## config.mk

```make
export PLATFORM = sky130hd
export DESIGN_NAME = mc_core_flat
export DESIGN_NICKNAME = d
export VERILOG_FILES = /design/src/rtl/mc_core_if.sv /design/src/rtl/mc_core.sv /design/src/flat_wrapper.sv
export SDC_FILE = /design/constraint.sdc
export NUM_CORES = 2
export LEC_CHECK = 0
export ABC_AREA = 0
export ABC_CLOCK_PERIOD_IN_PS = 4100
export BUFFER_PORTS_ARGS = -buffer_cell sky130_fd_sc_hd__clkbuf_2
export CORE_MARGIN = 1
export CORE_UTILIZATION = 59
export CTS_CLUSTER_DIAMETER = 60
export DETAILED_ROUTE_END_ITERATION = 8
export MAX_ROUTING_LAYER = met4
export PLACE_DENSITY_LB_ADDON = 0.2
export SYNTH_ARGS = -nofsm -noshare
export SYNTH_HDL_FRONTEND = slang
export SYNTH_SLANG_ARGS = --single-unit
export TNS_END_PERCENT = 1
```

## constraint.sdc

```tcl
create_clock -name clk -period 4.1 [get_ports clk]
set_input_delay 0.82 -clock clk [delete_from_list [all_inputs] [get_ports clk]]
set_output_delay 0.82 -clock clk [all_outputs]
set_load 0.005 [all_outputs]
```

## src/rtl/mc_core_if.sv

```systemverilog
// Instruction fetch, retire, status and debug-readback signals of mc_core.
// master = core side, slave = instruction memory / observer side.
interface mc_core_if #(
   parameter int IMEM_AW = 10
);
   logic [IMEM_AW-1:0] imem_addr;
   logic [31:0]        imem_rdata;
   logic               retire_valid;
   logic [IMEM_AW-1:0] retire_pc;
   logic               halted;
   logic               illegal;
   logic [4:0]         dbg_sel;
   logic [31:0]        dbg_data;

   modport master (
      output imem_addr,
      input  imem_rdata,
      output retire_valid,
      output retire_pc,
      output halted,
      output illegal,
      input  dbg_sel,
      output dbg_data
   );

   modport slave (
      input  imem_addr,
      output imem_rdata,
      input  retire_valid,
      input  retire_pc,
      input  halted,
      input  illegal,
      output dbg_sel,
      input  dbg_data
   );
endinterface

```

## src/rtl/mc_core.sv

```systemverilog
// Multi-cycle RV32I/E integer subset core: FETCH, DECODE, EXEC, WB; 4 cycles per instruction,
// serial shifts add shamt-1 cycles. No backpressure: imem is a fixed 1-cycle synchronous read.
module mc_core #(
   parameter int IMEM_AW      = 10,
   parameter int NUM_REGS     = 32,
   parameter int SERIAL_SHIFT = 1
) (
   input  logic      clk,
   input  logic      rst,
   mc_core_if.master bus
);
   localparam int RW = $clog2(NUM_REGS);

   typedef enum logic [2:0] {FETCH, DECODE, EXEC, WB, HALT} state_t;

   state_t             state_q;
   logic [IMEM_AW-1:0] pc_q;
   logic [IMEM_AW-1:0] br_tgt_q;
   logic [IMEM_AW-1:0] retire_pc_q;
   logic [31:0]        regs_q [NUM_REGS];
   logic [31:0]        op_a_q;
   logic [31:0]        op_b_q;
   logic [31:0]        result_q;
   logic [4:0]         rd_q;
   logic [4:0]         shcnt_q;
   logic [2:0]         funct3_q;
   logic               alt_q;
   logic               is_branch_q;
   logic               is_shift_q;
   logic               retire_valid_q;
   logic               halted_q;
   logic               illegal_q;

   function automatic logic [31:0] rd_reg(input logic [4:0] idx);
      if (idx == 5'd0 || int'(idx) >= NUM_REGS) return 32'd0;
      return regs_q[idx[RW-1:0]];
   endfunction

   function automatic logic reg_ok(input logic [4:0] idx);
      return int'(idx) < NUM_REGS;
   endfunction

   logic [6:0]         dec_opc;
   logic [2:0]         dec_f3;
   logic [6:0]         dec_f7;
   logic [4:0]         dec_rd;
   logic [4:0]         dec_rs1;
   logic [4:0]         dec_rs2;
   logic               dec_r;
   logic               dec_i;
   logic               dec_b;
   logic               dec_legal;
   logic               dec_ecall;
   logic [31:0]        rs1_val_d;
   logic [31:0]        op_b_d;
   logic [IMEM_AW-1:0] br_off_d;

   always_comb begin
      dec_opc   = bus.imem_rdata[6:0];
      dec_f3    = bus.imem_rdata[14:12];
      dec_f7    = bus.imem_rdata[31:25];
      dec_rd    = bus.imem_rdata[11:7];
      dec_rs1   = bus.imem_rdata[19:15];
      dec_rs2   = bus.imem_rdata[24:20];
      dec_ecall = (bus.imem_rdata == 32'h0000_0073);
      dec_r     = (dec_opc == 7'b0110011) &&
                  ((dec_f7 == 7'h00) ||
                   (dec_f7 == 7'h20 && (dec_f3 == 3'b000 || dec_f3 == 3'b101)));
      dec_i     = 1'b0;
      if (dec_opc == 7'b0010011) begin
         if (dec_f3 == 3'b001)      dec_i = (dec_f7 == 7'h00);
         else if (dec_f3 == 3'b101) dec_i = (dec_f7 == 7'h00) || (dec_f7 == 7'h20);
         else                       dec_i = 1'b1;
      end
      // imm[1] of a B-immediate sits in instr[8]; a half-word offset is illegal
      dec_b     = (dec_opc == 7'b1100011) && (dec_f3[2:1] == 2'b00) && !bus.imem_rdata[8];
      dec_legal = (dec_r && reg_ok(dec_rd) && reg_ok(dec_rs1) && reg_ok(dec_rs2)) ||
                  (dec_i && reg_ok(dec_rd) && reg_ok(dec_rs1)) ||
                  (dec_b && reg_ok(dec_rs1) && reg_ok(dec_rs2));
      rs1_val_d = rd_reg(dec_rs1);
      op_b_d    = dec_i ? {{20{bus.imem_rdata[31]}}, bus.imem_rdata[31:20]} : rd_reg(dec_rs2);
      br_off_d  = IMEM_AW'($signed({bus.imem_rdata[31], bus.imem_rdata[7],
                                    bus.imem_rdata[30:25], bus.imem_rdata[11:9]}));
   end

   logic [4:0]  shamt_d;
   logic [31:0] result_d;
   logic [31:0] step_d;

   always_comb begin
      shamt_d  = op_b_q[4:0];
      result_d = 32'd0;
      case (funct3_q)
         3'b000: result_d = alt_q ? (op_a_q - op_b_q) : (op_a_q + op_b_q);
         3'b001: result_d = op_a_q << shamt_d;
         3'b010: result_d = {31'd0, $signed(op_a_q) < $signed(op_b_q)};
         3'b011: result_d = {31'd0, op_a_q < op_b_q};
         3'b100: result_d = op_a_q ^ op_b_q;
         3'b101: result_d = alt_q ? 32'($signed(op_a_q) >>> shamt_d) : (op_a_q >> shamt_d);
         3'b110: result_d = op_a_q | op_b_q;
         default: result_d = op_a_q & op_b_q;
      endcase
      step_d = (funct3_q == 3'b001) ? {result_q[30:0], 1'b0}
                                    : {alt_q & result_q[31], result_q[31:1]};
   end

   always_ff @(posedge clk) begin
      if (rst) begin
         state_q        <= FETCH;
         pc_q           <= '0;
         br_tgt_q       <= '0;
         retire_pc_q    <= '0;
         op_a_q         <= '0;
         op_b_q         <= '0;
         result_q       <= '0;
         rd_q           <= '0;
         shcnt_q        <= '0;
         funct3_q       <= '0;
         alt_q          <= 1'b0;
         is_branch_q    <= 1'b0;
         is_shift_q     <= 1'b0;
         retire_valid_q <= 1'b0;
         halted_q       <= 1'b0;
         illegal_q      <= 1'b0;
         for (int i = 0; i < NUM_REGS; i++) regs_q[i] <= '0;
      end else begin
         retire_valid_q <= 1'b0;
         case (state_q)
            FETCH: state_q <= DECODE;
            DECODE: begin
               rd_q        <= dec_rd;
               funct3_q    <= dec_f3;
               alt_q       <= bus.imem_rdata[30] & (dec_r | (dec_f3 == 3'b101));
               is_branch_q <= dec_b;
               is_shift_q  <= !dec_b && (dec_f3 == 3'b001 || dec_f3 == 3'b101);
               op_a_q      <= rs1_val_d;
               op_b_q      <= op_b_d;
               result_q    <= rs1_val_d;
               shcnt_q     <= op_b_d[4:0];
               br_tgt_q    <= pc_q + br_off_d;
               if (dec_ecall) begin
                  state_q  <= HALT;
                  halted_q <= 1'b1;
               end else if (!dec_legal) begin
                  state_q   <= HALT;
                  halted_q  <= 1'b1;
                  illegal_q <= 1'b1;
               end else begin
                  state_q <= EXEC;
               end
            end
            EXEC: begin
               if (is_shift_q && SERIAL_SHIFT != 0) begin
                  // one bit per cycle; a zero shift still spends one cycle here
                  if (shcnt_q > 5'd1) begin
                     result_q <= step_d;
                     shcnt_q  <= shcnt_q - 5'd1;
                  end else begin
                     if (shcnt_q == 5'd1) result_q <= step_d;
                     shcnt_q <= '0;
                     state_q <= WB;
                  end
               end else begin
                  result_q <= result_d;
                  state_q  <= WB;
               end
            end
            WB: begin
               if (!is_branch_q && rd_q != 5'd0) regs_q[rd_q[RW-1:0]] <= result_q;
               retire_valid_q <= 1'b1;
               retire_pc_q    <= pc_q;
               if (is_branch_q && ((op_a_q == op_b_q) ^ funct3_q[0])) pc_q <= br_tgt_q;
               else                                                  pc_q <= pc_q + IMEM_AW'(1);
               state_q <= FETCH;
            end
            HALT: state_q <= HALT;
            default: state_q <= FETCH;
         endcase
      end
   end

   assign bus.imem_addr    = pc_q;
   assign bus.retire_valid = retire_valid_q;
   assign bus.retire_pc    = retire_pc_q;
   assign bus.halted       = halted_q;
   assign bus.illegal      = illegal_q;
   assign bus.dbg_data     = rd_reg(bus.dbg_sel);
endmodule
```

## src/flat_wrapper.sv

```systemverilog
// flat-port wrapper written by rule: the top's interface ports become plain ports
module mc_core_flat 
#(
   parameter int IMEM_AW      = 10,
   parameter int NUM_REGS     = 32,
   parameter int SERIAL_SHIFT = 1
)
  (clk, rst, bus_imem_addr, bus_imem_rdata, bus_retire_valid, bus_retire_pc, bus_halted, bus_illegal, bus_dbg_sel, bus_dbg_data);
  mc_core_if #(.IMEM_AW(IMEM_AW)) bus_i ();
  input  logic clk;
  input  logic rst;
  output wire logic [$bits(bus_i.imem_addr)-1:0] bus_imem_addr;
  input wire logic [$bits(bus_i.imem_rdata)-1:0] bus_imem_rdata;
  output wire logic [$bits(bus_i.retire_valid)-1:0] bus_retire_valid;
  output wire logic [$bits(bus_i.retire_pc)-1:0] bus_retire_pc;
  output wire logic [$bits(bus_i.halted)-1:0] bus_halted;
  output wire logic [$bits(bus_i.illegal)-1:0] bus_illegal;
  input wire logic [$bits(bus_i.dbg_sel)-1:0] bus_dbg_sel;
  output wire logic [$bits(bus_i.dbg_data)-1:0] bus_dbg_data;
  assign bus_imem_addr = bus_i.imem_addr;
  assign bus_i.imem_rdata = bus_imem_rdata;
  assign bus_retire_valid = bus_i.retire_valid;
  assign bus_retire_pc = bus_i.retire_pc;
  assign bus_halted = bus_i.halted;
  assign bus_illegal = bus_i.illegal;
  assign bus_i.dbg_sel = bus_dbg_sel;
  assign bus_dbg_data = bus_i.dbg_data;
  mc_core #(.IMEM_AW(IMEM_AW), .NUM_REGS(NUM_REGS), .SERIAL_SHIFT(SERIAL_SHIFT)) u_core (.clk(clk), .rst(rst), .bus(bus_i));
endmodule
```

* Yosys cells after proc, flatten, opt, wreduce, memory -nomap -nowiden
Memory sizes are Yosys's and may differ from the RTL's.
Cells that the tools add are included.
** Storage, ports and cells
- Register bits :: 148
- Memories kept :: 1
- Bits of input ports :: 39
- Logic and storage cells :: 133
- ROM bits :: 0
- Memory bits (writable) :: 1024
- Latch bits :: 0
** Memory list
- u_core.regs_q :: words 32, bits a word 32, read ports 3, clocked after Yosys merged registers in 0, wr ports 32, RTL line mc_core.sv:20 : logic [31:0] regs_q [NUM_REGS];
** Cells by class
- Bitwise operators :: 9
- Eq/ne operators :: 23
- Reductions and logical operators :: 31
- Magnitude comparators :: 3
- Multiplexer cells :: 42
- Divide/modulo/power cells :: 0
- Multiply operators :: 0
- Add/subtract/negate cells :: 5
- Shifts and indexed selects :: 3
** Operator list (number)
- two-way mux 32 bit :: 14
- one-hot mux 32 bit (7 select lines) :: 1
- < comparator 32 bit :: 2
- one-hot mux 32 bit (2 select lines) :: 1
- adder 32 bit :: 1
- AND 32 bit :: 1
- equality test 32 bit :: 1
- equality test 32 x 7 -> 1 bit (second input constant) :: 1
- OR 32 bit :: 1
- OR reduction 32 bit :: 1
- left shift 32 x 5 -> 32 bit :: 1
- >> shifter 32 x 5 -> 32 bit :: 1
- >>> shifter 32 x 5 -> 32 bit :: 1
- subtractor 32 bit :: 1
- XOR 32 bit :: 1
- two-way mux 1 bit :: 16
- equality test 3 bit (second input constant) :: 5
- zero test 5 bit :: 3
- two-way mux 5 bit :: 3
- equality test 7 x 6 -> 1 bit (second input constant) :: 2
- equality test 3 x 2 -> 1 bit (second input constant) :: 4
- two-way mux 3 bit :: 4
- one-hot mux 3 bit (4 select lines) :: 1
- adder 10 x 1 -> 10 bit (second input constant) :: 1
- other kinds (27) :: 48

* Logic depth before layout (Yosys ltp)
- Depth after elaboration :: 10
- Gate-level depth with buffers :: 17

* Worst setup path before layout
OpenSTA, ideal clock, no wires.
- Path kind :: input to register
- Start :: input port rst
- End :: memory u_core.regs_q[28][0] (enable)
- Setup time :: 0.466 ns
- Data arrival time :: 3.979 ns
- Path buffers :: 2
- Required time :: 3.634 ns
- Setup slack :: -0.345 ns
- Stages :: 5
- Path through :: clkbuf_1 nor4_1 nand3b_1 clkbuf_1 o21ai_0
** RTL lines
- from (decl) :: RTL line flat_wrapper.sv:11 : input logic rst;
- to (decl) :: RTL line mc_core.sv:20

* Worst setup path in the final report
- Start :: input port bus_dbg_sel[1]
- End :: output port bus_dbg_data[13]
** Between the ends
- Longest elaborated chain between the ends :: 3
** RTL lines
- from (decl) :: RTL line flat_wrapper.sv:18 : input wire logic [$bits(bus_i.dbg_sel)-1:0] bus_dbg_sel;
- parallel branches: the longest is 2 deep, another holds memory (32 x 32 bit)
- two-way mux 32 bit * :: RTL line mc_core.sv:36 : return regs_q[idx[RW-1:0]];
- to (decl) :: RTL line flat_wrapper.sv:19 : output wire logic [$bits(bus_i.dbg_data)-1:0] bus_dbg_data;
Every way passes the cells marked *.

==> results by group <==
Drt
  – DRC: 0
  – Top layer in use: met4
  – Final ANT Viol Nets: 0
  – Met2 routed WL: 131000 um
  – Routed wire length per instance: 38.1 um
  – WL met1: 104000 um
  – Via-per-instance ratio: 7.66
  – Post-Route WL: 307000 um
  – Drt pass-1 iters: 7
  – Met3 wire length: 49200 um
  – Initial DRC Count: 11100
  – Vias after detailed routing: 61700

Clocking
  – CTS max path bufs: 3
  – CTS buffer count: 138
  – Skew-Pair Late Insertion Delay: 0.79 ns
  – Clock sinks: 1172
  – Post-CTS Setup Inserts: 0
  – Root Driver: clkbuf_16
  – Clock H-tree levels: 4
  – Worst-path clk slew: 0.06 ns
  – TritonCTS clock tree: done

Synth
  – Post-synth EDFFs: 1024
  – Yosys cell types: 91
  – Dominant cells by area after synthesis: edfxtp_1, mux4_2, and2_1
  – Register area share after synthesis: 42.8%
  – Synthesized cell area: 78700 um2
  – Top-count cell post-synth: edfxtp_1
  – Most common library cells after synthesis: edfxtp_1, and2_1, mux4_2, clkbuf_1, nand2_1
  – Area leader, netlist: edfxtp_1
  – Post-Syn Instances: 6109
  – Syn. warnings: 0
  – Async SR Flop Fraction: 0%
  – Yosys top cell area share: 39.1%
  – Post-synth top flop: edfxtp_1
  – Register bit count reported by yosys: 1172
  – Avg Inst Size Synth: 12.9 um2

GRT
  – Total track usage: 46.8%
  – Global-route wire length before repair: 433000 um
  – Initial antenna violation count: 21
  – Total gr overflow: 0
  – Largest net degree at the start of global routing: 94
  – Vias in the first global route: 59200

Floorplan
  – Row cnt: 133
  – Die ar.: 135000 um2
  – Die height: 367 um
  – Initial core utilization: 59.6%
  – Core Region: 132000 um2
  – Die X: 367 um
  – IO Pins: 94

Timing
  – Final Hold Viols: 0
  – Final Cycle Share: 101%
  – Max Clock Skew: 0.0312 ns
  – Setup violators final: 1
  – Max Slew Vio Count: 0
  – Max-Slew Margin vs Limit: 11.3%
  – Clock period minus worst slack: 4.12 ns
  – Worst-Margin Slew: 1.33 ns
  – Setup TNS: -0.0236 ns
  – Worst setup margin: -0.0236 ns
  – RSZ-0062 raised after global routing: false
  – Highest Clock Rate: 0.243 GHz

Flow run
  – Max Cap Viol: 0

Final layout
  – Layout cell share with drive strength beyond 1: 29.0%
  – Final instance count without filler cells: 8055
  – Fillers: 9278
  – Layout area overhead: 12.8%
  – Post-layout net count: 6336
  – FF/Latch Area: 33700 um2
  – Post-route cell area: 88800 um2
  – Multi-input gate area: 42500 um2

Status
  – Failing checks: negative setup slack
  – Run status: complete, but fails checks

Pwr
  – Pwr/cell area: 372 nW/um2
  – Pleak: 31.9 nW
  – Max rail drop VDD: 0.383 mV
  – PnR Total Power: 33.0 mW

Placed design
  – Placement-stage cell area: 84300 um2
  – HPWL after DPL: 198000 um
  – Count of input and output buffers: 93
  – GPL Wtd Cong: 1.02
  – Pre-CTS setup slack: -0.00875 ns
  – Cell Count Post-Placement: 7787

Setup path
  – WP data required: 3.28 ns
  – CP Data Arrival Time: 3.30 ns
  – Reg-to-reg startpoint: u_core.op_b_q[1]
  – Most used cell, CP: mux4_2
  – Reg-to-reg slack, setup: 0.23 ns
  – CP startpoint kind: input pin
  – Critical path type: in -> out
  – Crit-path max FO: 54
  – Critical path endpoint category: output pin
  – FF-to-FF End: u_core.result_q[27]
  – Crit-path max cell delay: 0.51 ns
  – Critical-path top delay cell: mux4_2
  – Crit-path cells: buf_8 -> buf_12 -> mux4_2 -> mux4_2 -> mux2i_2 -> buf_4 -> nor2_1 -> clkbuf_2
  – Worst R2R Path Depth: 13

Hold path
  – Cell depth of the worst hold path: 3
  – Hold Crit Start: bus_imem_rdata[8]
  – Worst hold path type: in -> reg
  – Worst hold path endpoint: u_core.rd_q[1]
critical path, delay by kind of cell:
kind,cells,cell delay (ns)
mux,3,1.18
buf+inv,4,1.09
simple gates,1,0.05
flip-flops by register name (all words and copies together) (netlist names), 3 cells and up:
register and count:
u_core.funct3_q 3, u_core.state_q 3, u_core.shcnt_q 5, u_core.bus.retire_pc 10, u_core.rd_q 5, u_core.op_b_q 32
u_core.regs_q 1024, u_core.br_tgt_q 10, u_core.bus.imem_addr 10, u_core.result_q 32, u_core.op_a_q 32
repair_timing:
action                                  CTS  global route
hold buffers                              0             0
gates cloned                              0             0
gates resized for setup                   1             3
pin swaps                                 0             0
endpoints found under the setup margin    1             2
power breakdown:
group | internal (mW) | switching [mW]
registers | 13.4 | 0.607
clock network | 6.84 | 5.21
logic | 2.82 | 4.13
total | 23.1 | 9.94
per-layer routing:
metal / up-vias / global-route usage [%]
met5: - / -
met4: 0 / 28.4
met3: 1357 / 15.1
met2: 6021 / 64.4
met1: 30500 / 60.4
li1: 23800 / -
kinds of logic after synthesis:
family / Yosys count / synth area share [%]
DFF: 1172 / 42.8
muxes: 1182 / 29.8
xor gates and xnor gates: 32 / 0.356
buffers and inverters: 761 / 4.19
and+or+nand+nor: 1894 / 13.0
AOI/OAI and AO/OA: 942 / 7.79
other: 1 / 0.00477
adders and majority gates: 125 / 2.02
placed cells by master (no fill, tap or decap), types with 57 or more instances in the layout:
cell type / instances
nor3_1: 57
edfxtp_1: 1024
and2_1: 1005
mux2_2: 67
buf_4: 323
ha_1: 122
nand2_1: 316
a21oi_1: 261
mux2i_1: 192
nor2_1: 263
clkbuf_16: 143
inv_1: 110
buf_12: 129
clkbuf_2: 78
o21ai_0: 149
mux4_2: 917
dfxtp_1: 139
a211oi_1: 86
worst max path at each step:
stage | start | endpoint
floorplan | rst | u_core.regs_q[28][0]
global route | bus_dbg_sel[1] | bus_dbg_data[13]
detailed placement | bus_dbg_sel[0] | bus_dbg_data[23]
global placement | bus_dbg_sel[0] | bus_dbg_data[13]
finish | bus_dbg_sel[1] | bus_dbg_data[13]
CTS | bus_dbg_sel[0] | bus_dbg_data[13]
cell type report:
| type | count | share of cell area, % |
|---|---|---|
| Timing Repair Buffer | 539 | 6.21 |
| Clock buffer | 175 | 4.18 |
| Inverter | 114 | 0.486 |
| Multi-Input combinational cell | 4207 | 47.9 |
| Clock inverter | 71 | 0.735 |
| Tap cell | 1755 | 2.47 |
| Antenna cell | 22 | 0.0620 |
| Sequential cell | 1172 | 38.0 |
metrics by stage:
stage	hold slack (ns)	util (%)
finish	0.316	67.3
global route	0.308	67.2
CTS	0.285	67.2
detailed placement	0.447	63.9
global placement	0.440	63.9
floorplan	0.432	-
No activity file was read; power rests on OpenSTA's default activity.
